$ cat config.mk
export PLATFORM = sky130hd
export DESIGN_NAME = simon_req_arbiter
export DESIGN_NICKNAME = d
export VERILOG_FILES = /design/src/rtl/simon_ctrl_pkg.sv /design/src/rtl/simon_rr_arb2.sv /design/src/rtl/simon_req_arbiter.sv
export SDC_FILE = /design/constraint.sdc
export NUM_CORES = 1
export LEC_CHECK = 0
export ABC_AREA = 1
export CAP_MARGIN = 20
export CORE_AREA = 5 5 457 459
export CTS_CLUSTER_DIAMETER = 100
export CTS_CLUSTER_SIZE = 20
export DETAILED_ROUTE_END_ITERATION = 12
export DIE_AREA = 0 0 462 464
export GPL_ROUTABILITY_DRIVEN = 1
export GPL_TIMING_DRIVEN = 0
export PLACE_DENSITY = 0.39
export SETUP_SLACK_MARGIN = 0.5
export SYNTH_ARGS = -nofsm -noshare
export SYNTH_HDL_FRONTEND = slang
export SYNTH_SLANG_ARGS = --single-unit
$ cat constraint.sdc
create_clock -name clk -period 2.7 [get_ports clk]
set_clock_uncertainty 0.1 [all_clocks]
set_input_delay 0.54 -clock clk [delete_from_list [all_inputs] [get_ports clk]]
set_output_delay 0.54 -clock clk [all_outputs]
set_load 0.02 [all_outputs]
$ cat src/rtl/simon_ctrl_pkg.sv
// Shared parameters and controller state encoding for the SIMON request arbiter.
package simon_ctrl_pkg;

    localparam int N = 64;
    localparam int M = 2;

    typedef enum logic [2:0] {
        IDLE,
        KEY_REQ,
        KEY_WAIT,
        DATA_REQ,
        DATA_WAIT,
        READ
    } state_t;

endpackage

$ cat src/rtl/simon_rr_arb2.sv
// Two-way round-robin grant; on a tie the requester that was not served last wins.
module simon_rr_arb2 (
    input  logic       clk,
    input  logic       rst_n,
    input  logic [1:0] elig,
    input  logic       accept,
    output logic [1:0] grant
);

    logic last;

    always_comb begin
        grant = 2'b00;
        unique case (1'b1)
            (&elig): grant = last ? 2'b01 : 2'b10;
            default: grant = elig;
        endcase
    end

    always_ff @(posedge clk or negedge rst_n) begin
        if (!rst_n) begin
            last <= 1'b1;
        end else if (accept) begin
            last <= grant[1];
        end
    end

endmodule

$ cat src/rtl/simon_req_arbiter.sv
// Schedules encrypt/decrypt jobs from two clients onto one SIMON_128128 core,
// skipping the key schedule when the loaded key already matches.
module simon_req_arbiter
    import simon_ctrl_pkg::*;
(
    input  logic                      clk,
    input  logic                      nR,
    input  logic [1:0]                rq_valid,
    output logic [1:0]                rq_ready,
    input  logic [1:0]                rq_enc_dec,
    input  logic [1:0][2*N-1:0]       rq_block,
    input  logic [1:0][M-1:0][N-1:0]  rq_key,
    output logic [1:0]                rs_valid,
    input  logic [1:0]                rs_ready,
    output logic [1:0][2*N-1:0]       rs_block,
    output logic                      co_newKey,
    output logic                      co_newData,
    output logic                      co_readData,
    output logic                      co_enc_dec,
    output logic [M-1:0][N-1:0]       co_key,
    output logic [2*N-1:0]            co_plain,
    input  logic                      co_ldKey,
    input  logic                      co_doneKey,
    input  logic                      co_ldData,
    input  logic                      co_doneData,
    input  logic [2*N-1:0]            co_cipher
);

    state_t               state;
    state_t               state_nx;
    logic [2*N-1:0]       job_block;
    logic [M-1:0][N-1:0]  job_key;
    logic [M-1:0][N-1:0]  loaded_key;
    logic                 job_enc_dec;
    logic                 job_id;
    logic                 key_valid;
    logic [1:0]           elig;
    logic [1:0]           grant;
    logic                 accept;
    logic                 gid;
    logic                 key_hit;

    assign elig     = rq_valid & ~rs_valid & {2{state == IDLE && nR}};
    assign accept   = |grant;
    assign gid      = grant[1];
    assign rq_ready = grant;
    assign key_hit  = key_valid && (rq_key[gid] == loaded_key);

    assign co_plain   = job_block;
    assign co_enc_dec = job_enc_dec;

    simon_rr_arb2 u_arb (
        .clk    (clk),
        .rst_n  (nR),
        .elig   (elig),
        .accept (accept),
        .grant  (grant)
    );

    always_comb begin
        state_nx    = state;
        co_newKey   = 1'b0;
        co_newData  = 1'b0;
        co_readData = 1'b0;
        unique case (state)
            IDLE: begin
                if (accept) state_nx = key_hit ? DATA_REQ : KEY_REQ;
            end
            KEY_REQ: begin
                co_newKey = 1'b1;
                if (co_ldKey) state_nx = KEY_WAIT;
            end
            KEY_WAIT: begin
                if (co_doneKey) state_nx = DATA_REQ;
            end
            DATA_REQ: begin
                co_newData = 1'b1;
                if (co_ldData) state_nx = DATA_WAIT;
            end
            DATA_WAIT: begin
                if (co_doneData) state_nx = READ;
            end
            READ: begin
                co_readData = 1'b1;
                if (!co_doneData) state_nx = IDLE;
            end
            default: state_nx = IDLE;
        endcase
    end

    always_ff @(posedge clk or negedge nR) begin
        if (!nR) begin
            state       <= IDLE;
            job_block   <= '0;
            job_key     <= '0;
            job_enc_dec <= 1'b0;
            job_id      <= 1'b0;
            loaded_key  <= '0;
            key_valid   <= 1'b0;
            co_key      <= '0;
            rs_valid    <= '0;
            rs_block    <= '0;
        end else begin
            state <= state_nx;
            if (accept) begin
                job_block   <= rq_block[gid];
                job_key     <= rq_key[gid];
                job_enc_dec <= rq_enc_dec[gid];
                job_id      <= gid;
                if (!key_hit) co_key <= rq_key[gid];
            end
            if (state == KEY_REQ && co_ldKey) begin
                loaded_key <= job_key;
                key_valid  <= 1'b1;
            end
            // A slot cannot complete and drain in the same cycle: it is ineligible while full.
            for (int r = 0; r < 2; r++) begin
                if (state == DATA_WAIT && co_doneData && int'(job_id) == r) begin
                    rs_valid[r] <= 1'b1;
                    rs_block[r] <= co_cipher;
                end else if (rs_ready[r]) begin
                    rs_valid[r] <= 1'b0;
                end
            end
        end
    end

endmodule
==> results of run 1 <==
## worst max-delay path by stage
stage                      startpoint     endpoint  slack (ps)  cells past startpoint
after floorplan           rq_valid[1]    co_key[0]          70                     21
after global placement             nR   co_key[93]      -40700                     16
after detailed placement           nR   co_key[92]       -3220                     20
after CTS                 rs_valid[0]  rq_ready[1]       -1060                      9
after global routing      rs_valid[0]   co_key[24]       -1110                     22
final                        state[1]   co_key[92]        -950                     20
## cell usage in the layout (no fill, tap or decap), drive strengths merged, types with 128 or more instances in the layout
| cell | Yosys | final |
|---|---|---|
| nor2 | 193 | 193 |
| dfrtp | 776 | 776 |
| clkbuf | 158 | 213 |
| o21ai | 292 | 292 |
| nand3 | 225 | 225 |
| nand2 | 2183 | 2183 |
| a31oi | 129 | 129 |
| inv | 358 | 370 |
| buf | 90 | 128 |
| clkdlybuf4s50 | 0 | 1168 |
## per-stage QoR
step           instances  hold WS (ps)
2_1_floorplan       4502           144
3_3_place_gp        8361           348
3_5_place_dp        8373           352
4_1_cts             8476           177
5_1_grt             8502           220
6_report            8512           269
## Yosys cell counts (2+ instances only)
cell and count:
sky130_fd_sc_hd__nand2_1 2182, sky130_fd_sc_hd__dfrtp_1 776, sky130_fd_sc_hd__inv_1 356, sky130_fd_sc_hd__o21ai_0 277, sky130_fd_sc_hd__nand3_1 224, sky130_fd_sc_hd__nor2_1 191
sky130_fd_sc_hd__clkbuf_1 158, sky130_fd_sc_hd__a31oi_1 129, sky130_fd_sc_hd__nand3b_1 45, sky130_fd_sc_hd__buf_2 41, sky130_fd_sc_hd__buf_4 26, sky130_fd_sc_hd__buf_1 19
sky130_fd_sc_hd__o21ai_1 13, sky130_fd_sc_hd__a21oi_1 11, sky130_fd_sc_hd__o211ai_1 10, sky130_fd_sc_hd__nand4_1 8, sky130_fd_sc_hd__xnor2_1 5, sky130_fd_sc_hd__buf_6 4
sky130_fd_sc_hd__clkinv_1 4, sky130_fd_sc_hd__nor3_1 4, sky130_fd_sc_hd__inv_2 2, sky130_fd_sc_hd__mux2_2 2, sky130_fd_sc_hd__o21ai_2 2, sky130_fd_sc_hd__o21bai_1 2
sky130_fd_sc_hd__or2_2 2
## critical path, cell delays in order (launching register included)
cell,delay (ps)
sky130_fd_sc_hd__dfrtp_1,470
sky130_fd_sc_hd__nor2_4,200
sky130_fd_sc_hd__nand3_4,90
sky130_fd_sc_hd__buf_12,150
sky130_fd_sc_hd__nor2_4,130
sky130_fd_sc_hd__buf_12,140
sky130_fd_sc_hd__buf_12,160
sky130_fd_sc_hd__buf_16,210
sky130_fd_sc_hd__nand2_1,90
sky130_fd_sc_hd__o21ai_2,140
sky130_fd_sc_hd__o21ai_1,90
sky130_fd_sc_hd__nor2_1,160
sky130_fd_sc_hd__nand2_1,130
sky130_fd_sc_hd__nor2_2,180
sky130_fd_sc_hd__nand3_4,130
sky130_fd_sc_hd__nor2_4,140
sky130_fd_sc_hd__nand3_4,120
sky130_fd_sc_hd__buf_12,200
sky130_fd_sc_hd__buf_4,210
sky130_fd_sc_hd__nand3_1,120
sky130_fd_sc_hd__nand2_1,70
## sequential cells by signal, summed over array words and instances, names as in the netlist, 2 cells and up
signal,flops
co_key,128
co_plain,128
job_key,128
loaded_key,128
rs_block,256
rs_valid,2
state,3
## kinds of logic after synthesis
family,after synthesis,synth area share
flip-flops,777,0.557
multiplexers,2,0.000645
AO/OA/AOI/OAI,447,0.0701
AND/OR/NAND/NOR,2660,0.300
XOR/XNOR,6,0.00150
buffers and inverters,610,0.0707
## layout make-up
class,count,area [um^2],area share
sequential,777,19400,0.363
multi-input combinational,3115,13200,0.247
timing repair buffer,1204,12400,0.231
tap,2688,3360,0.0628
buffer,248,1920,0.0358
clock buffer,64,1480,0.0277
inverter,362,1370,0.0255
clock inverter,25,317,0.00591
antenna,29,72.6,0.00135
## layer usage
layer	global-route usage	share of wire	vias up	wire [um]
met3	0.0599	0.079	322	17900
li1	-	-	16544	-
met2	0.359	0.50	1305	112000
met4	0.0583	0.032	42	7260
met1	0.237	0.39	17310	88100
met5	0	0.0011	-	245
## repair_timing
action | CTS | global route
gates resized for setup | 147 | 74
setup endpoints to repair | 1440 | 1618
hold buffers | 6 | 0
pin swaps | 3 | 4
hold endpoints to repair | 50 | 0
cloned | 2 | 2
setup buffers | 6 | 5
## power by group
part           internal [uW]  switching [uW]  total, uW
Combinational          11100           16600      27700
Clock                   4180            5190       9370
Sequential             16900            3150      20100
==> reports/results.md, run 1 <==
Worst hold path
• co_cipher[32] — HP Start
• 3 — Hold Path Depth
• rs_block[32] — endpoint of the worst hold path
• input pin to flop — HP Class

Critical path
• flop — category of the worst setup path launch point
• 10 — CP Max Fanout
• -950 ps — setup slack of the worst register-to-register path
• flop — nature of the critical path endpoint
• state[1] — startpoint of the lowest-slack register-to-register path
• co_key[92] — Critical R2R Capture
• 3160 ps — data required time at the worst endpoint
• flop to flop — Crit Path Class
• 20 — number of cells traversed by the worst register-to-register path
• 4110 ps — arrival time at the worst endpoint

Die
• 462 um — Die X-Extent
• 166 — row count
• 204000 um^2 — area of the core region
• 0.171 — initial cell density of the core
• 214000 um^2 — total die area
• 1172 — top-level I/O count
• 464 um — height of the die

STA
• 0.209 — max_slew headroom
• 0 — number of max-slew violations in the final report
• yes — unrepaired setup endpoints after global routing
• 1.35 — share of the clock period used by the worst path
• 274 MHz — maximum achievable frequency
• -946 ps — smallest setup slack after layout
• 3650 ps — min cycle time layout
• 1190 ps — worst-margin pin slew
• 0 — final hold violations
• 778 — final setup violation count
• -259530 ps — final setup TNS

GRT
• 112 — largest net degree at the start of global routing
• 0.203 — total global-route track usage
• 102 — initial antenna violation count
• 35580 — number of global-route vias before repair
• 304 mm — global-route wire length before repair
• 0 — total gr overflow

Power
• 1070 nW/um^2 — power density of the placed cells
• 57100 uW — total power of the final layout
• 0.524 mV — IR Drop Worst-Case VDD
• 0.0252 uW — Leakage Power

Run status
• complete, but fails checks — status
• setup timing — violations in the final reports

Logic synthesis
• 1.00 — share of flip-flops with an asynchronous set or reset after synthesis
• 34900 um^2 — area of the mapped netlist
• 0 — number of flops mapped to enable cells by yosys
• sky130_fd_sc_hd__dfrtp_1 56%, sky130_fd_sc_hd__nand2_1 23%, sky130_fd_sc_hd__o21ai_0 4.0%, sky130_fd_sc_hd__inv_1 3.8%, sky130_fd_sc_hd__nand3_1 3.2% — ranking of synthesized cells by area
• 0.557 — post-synthesis sequential area ratio
• sky130_fd_sc_hd__dfrtp_1 — primary flip-flop cell chosen by synthesis mapping
• sky130_fd_sc_hd__dfrtp_1 — library cell with the largest summed area after synthesis
• 7.76 um^2 — Post-Synthesis Mean Instance Area
• 777 — post-synthesis sequential element count
• 0.556 — post-synth top area share
• 0 — YS warnings
• 34 — count of unique library cells instantiated by Yosys
• 5154 — syn_nets
• 4502 — gate count after technology mapping

Routing
• 4.17 — Via density
• 0 — DRC violation count after routing
• 35523 — number of vias in the routed layout
• 0 — Final ANT Viol Nets
• 2383 — number of violations reported at the end of detailed-routing iteration 0
• 26.5 um — Avg WL per Cell
• 226 mm — Routed Wire Length
• 7 — detailed-router iteration count before antenna repair

Flow run
• 0 — number of max-capacitance violations reported

Finish
• 0.0561 — layout cells sized above 1
• 22360 — filler instances
• 53600 um^2 — design area
• 6415 — Final #Nets
• 0.263 — fraction of the core area covered by cells at the end of the flow
• 53.4% — synthesis-to-finish area growth

Clocking
• 730 ps — latest clock arrival within the worst-skew pair
• 777 — number of sinks handled by clock tree synthesis
• 55 — number of buffers inserted during clock tree synthesis
• 2 — maximum level of the CTS H-tree
• sky130_fd_sc_hd__clkbuf_16 — buffer cell driving the clock tree root
• 3 — clk buf depth
• built — clock tree from TritonCTS
• 100 ps — post-CTS clock slew at the launch and capture registers of the worst setup and hold paths

Place
• 1171 — number of buffer cells added on primary ports
• 50600 um^2 — instance area after placement
• 0.872 — final weighted congestion in routability-driven placement
• 179 mm — Post-DP HPWL
• -3220 ps — setup slack at placement

No activity file was read; power rests on OpenSTA's default activity.
==> run 2, diff against run 1 <==
--- a/config.mk
+++ b/config.mk
@@ -14,7 +14,6 @@
 export DIE_AREA = 0 0 462 464
 export GPL_ROUTABILITY_DRIVEN = 1
 export GPL_TIMING_DRIVEN = 0
-export PLACE_DENSITY = 0.39
 export SETUP_SLACK_MARGIN = 0.5
 export SYNTH_ARGS = -nofsm -noshare
 export SYNTH_HDL_FRONTEND = slang
==> run 2 against run 1 <==
  * The run still ends with setup timing left
  * Sequential power hardly changed
  * Critical path depth is 5 higher
  * Sequential cell count stayed put
  * Register-to-register slack worse by 30 ps
  * Count of clock-buffer cells in the layout is 4 lower
  * Total power is 4.4% higher
  * Combinational power is 8.7% higher
  * First-iteration DRC count is 29% higher
  * Wire length is 7.8% higher
  * Die area stayed put
  * Non-clock buffer count is 84 higher
  * Largest power group unchanged
==> reports/results.md, run 2 (synthesized netlist as in run 1, its figures left out) <==
Run status
• complete, but fails checks — status, unchanged
• setup timing — violations in the final reports, unchanged

GRT
• 121 — initial antenna violation count, was 102
• 0 — total gr overflow, unchanged
• 0.214 — total global-route track usage, was 0.203
• 122 — largest net degree at the start of global routing, was 112
• 316 mm — global-route wire length before repair, was 304 mm
• 36574 — number of global-route vias before repair, was 35580

STA
• 0.469 — max_slew headroom, was 0.209
• 0 — final hold violations, unchanged
• 1.36 — share of the clock period used by the worst path, was 1.35
• 272 MHz — maximum achievable frequency, was 274 MHz
• 0 — number of max-slew violations in the final report, unchanged
• -978 ps — smallest setup slack after layout, was -946 ps
• 457 — final setup violation count, was 778
• 3680 ps — min cycle time layout, was 3650 ps
• -161970 ps — final setup TNS, was -259530 ps
• 796 ps — worst-margin pin slew, was 1190 ps
• yes — unrepaired setup endpoints after global routing, unchanged

Finish
• rs_block — register with the highest flop count, unchanged
• 0.275 — fraction of the core area covered by cells at the end of the flow, was 0.263
• 56100 um^2 — design area, was 53600 um^2
• 8616 — Finished Layout Cells, was 8512
• 2080 x sky130_fd_sc_hd__nand2_1, 1165 x sky130_fd_sc_hd__clkdlybuf4s50_1, 773 x sky130_fd_sc_hd__dfrtp_1, 353 x sky130_fd_sc_hd__inv_1, 231 x sky130_fd_sc_hd__o21ai_0 — top library cells by usage in the layout, fill and taps aside, was 2167 x sky130_fd_sc_hd__nand2_1, 1168 x sky130_fd_sc_hd__clkdlybuf4s50_1, 775 x sky130_fd_sc_hd__dfrtp_1, 354 x sky130_fd_sc_hd__inv_1, 270 x sky130_fd_sc_hd__o21ai_0
• 22116 — filler instances, was 22360
• 0.0943 — layout cells sized above 1, was 0.0561
• 256 — flip-flop count of the largest register, all copies and words added, unchanged
• 60.7% — synthesis-to-finish area growth, was 53.4%
• 6498 — Final #Nets, was 6415
• sky130_fd_sc_hd__nand2_1 — leading cell type in the layout, fill and taps excluded, unchanged

Clocking
• built — clock tree from TritonCTS, unchanged
• 80 ps — post-CTS clock slew at the launch and capture registers of the worst setup and hold paths, was 100 ps
• 777 — number of sinks handled by clock tree synthesis, unchanged
• 3 — clk buf depth, unchanged
• 2 — maximum level of the CTS H-tree, unchanged
• sky130_fd_sc_hd__clkbuf_16 — buffer cell driving the clock tree root, unchanged
• 54 — number of buffers inserted during clock tree synthesis, was 55
• 780 ps — latest clock arrival within the worst-skew pair, was 730 ps

Place
• 1171 — number of buffer cells added on primary ports, unchanged
• 8376 — Placed Cells, was 8373
• 0.965 — final weighted congestion in routability-driven placement, was 0.872
• 193 mm — Post-DP HPWL, was 179 mm
• 50700 um^2 — instance area after placement, was 50600 um^2

Power
• 0.504 — portion of total power attributed to combinational logic, was 0.484
• 33400 uW — internal power summed over all cells, was 32200 uW
• 0.642 mV — IR Drop Worst-Case VDD, was 0.524 mV
• 0.0263 uW — Leakage Power, was 0.0252 uW
• 0.340 — power share of the sequential group, was 0.352
• 0.441 — Net Sw Frac, was 0.436
• 1060 nW/um^2 — power density of the placed cells, was 1070 nW/um^2
• 0.156 — portion of total power attributed to the clock network, was 0.164
• 26300 uW — power dissipated by switching net loads, was 24900 uW

Routing
• 37308 — number of vias in the routed layout, was 35523
• 0 — DRC violation count after routing, unchanged
• 6 — detailed-router iteration count before antenna repair, was 7
• 3075 — number of violations reported at the end of detailed-routing iteration 0, was 2383
• 28.3 um — Avg WL per Cell, was 26.5 um
• 0 — Final ANT Viol Nets, unchanged
• 243 mm — Routed Wire Length, was 226 mm
• 4.33 — Via density, was 4.17

Critical path
• state[2] — startpoint of the lowest-slack register-to-register path, was state[1]
• co_key[79] — worst setup path endpoint, was co_key[92]
• 4230 ps — arrival time at the worst endpoint, was 4110 ps
• simple AND/OR/NAND/NOR gates — CP delay by family, top, unchanged
• state[2] — beginning of the critical path, was state[1]
• flop — nature of the critical path endpoint, unchanged
• 25 — number of cells traversed by the worst register-to-register path, was 20
• 6 — CP Max Fanout, was 10
• 25 — Levels on crit path, was 20
• sky130_fd_sc_hd__buf_12 — library cell appearing most often on the critical path, unchanged
• 440 ps — peak per-stage delay on the critical path, was 470 ps
• co_key[79] — Critical R2R Capture, was co_key[92]
• flop to flop — Crit Path Class, unchanged
• 3250 ps — data required time at the worst endpoint, was 3160 ps
• -980 ps — setup slack of the worst register-to-register path, was -950 ps
• sky130_fd_sc_hd__dfrtp_2 — Critical-path top delay cell, was sky130_fd_sc_hd__dfrtp_1
• 10 — critical path buffer and inverter count, was 6
• flop — category of the worst setup path launch point, unchanged

Worst hold path
• input pin to async pin — HP Class, was input pin to flop

Die
• 462 um — Die X-Extent, unchanged
• 1172 — top-level I/O count, unchanged
• 464 um — height of the die, unchanged
• 0.171 — initial cell density of the core, unchanged
• 166 — row count, unchanged
• 214000 um^2 — total die area, unchanged
• 204000 um^2 — area of the core region, unchanged

Flow run
• 0 — number of max-capacitance violations reported, unchanged

[run 2: changes by cell type in the layout (fill, tap and decap cells not counted), moves of 22 or more]
cell	delta
sky130_fd_sc_hd__diode_2	+22
sky130_fd_sc_hd__nand2_1	-87
sky130_fd_sc_hd__o21ai_0	-39
sky130_fd_sc_hd__nand2_2	+73
sky130_fd_sc_hd__o21ai_1	+27
sky130_fd_sc_hd__buf_12	+24
sky130_fd_sc_hd__buf_4	+35
[run 2: tightest hold or removal path, cell delays in order]
cell                     delay (ps)
sky130_fd_sc_hd__buf_8          110
sky130_fd_sc_hd__buf_16         120
sky130_fd_sc_hd__buf_16         150
sky130_fd_sc_hd__buf_16         410
[run 2: cell type report]
cell class              count  area (um^2)  share of cell area
repair buffers           1288        13800               0.246
plain buffers             248         2410              0.0430
clock buffers              60         1400              0.0250
flip-flops and latches    777        19400               0.347
well taps                2688         3360              0.0599
clock inverters            27          420             0.00749
inverters                 362         1370              0.0244
diodes                     51          128             0.00227
multi-input cells        3115        13800               0.246
[run 2: what timing repair did]
action,4_1_cts,5_1_grt
resized for setup,257,371
hold buffers,8,0
gates cloned,11,21
setup buffers,24,37
hold endpoints to repair,187,0
setup endpoints to repair,1297,1294
pin swaps,16,44
[run 2: metrics by stage]
stage	setup slack, ps	total power (uW)	hold WS [ps]
4_1_cts	-945	58900	28.1
3_3_place_gp	-39350	47900	353
2_1_floorplan	69.0	32400	144
3_5_place_dp	-3620	48300	358
6_report	-978	59700	51.8
5_1_grt	-1110	63000	79.5
[run 2: metal layers]
layer  vias to the layer above  part of all wire  GRT usage
li1                      16743                 -          -
met1                     18212              0.38      0.246
met2                      1798              0.46      0.343
met3                       489              0.10     0.0828
met4                        66             0.060      0.116
met5                         -            0.0018          0
[run 2: how the worst min path moves through the flow]
stage | from | endpoint
2_1_floorplan | nR | co_enc_dec
3_3_place_gp | rs_block[203] | rs_block[203]
3_5_place_dp | rs_block[46] | rs_block[46]
4_1_cts | nR | co_key[67]
5_1_grt | nR | loaded_key[65]
6_report | nR | co_key[59]
[run 2: power by group through the flow]
stage / clock network (uW) / registers [uW] / logic (uW)
finish: 9340 / 20300 / 30100
global route: 9990 / 20800 / 32200
CTS: 9670 / 20200 / 29100
detailed placement: 0 / 20300 / 28000
global placement: 0 / 20300 / 27600
floorplan: 0 / 23800 / 8640
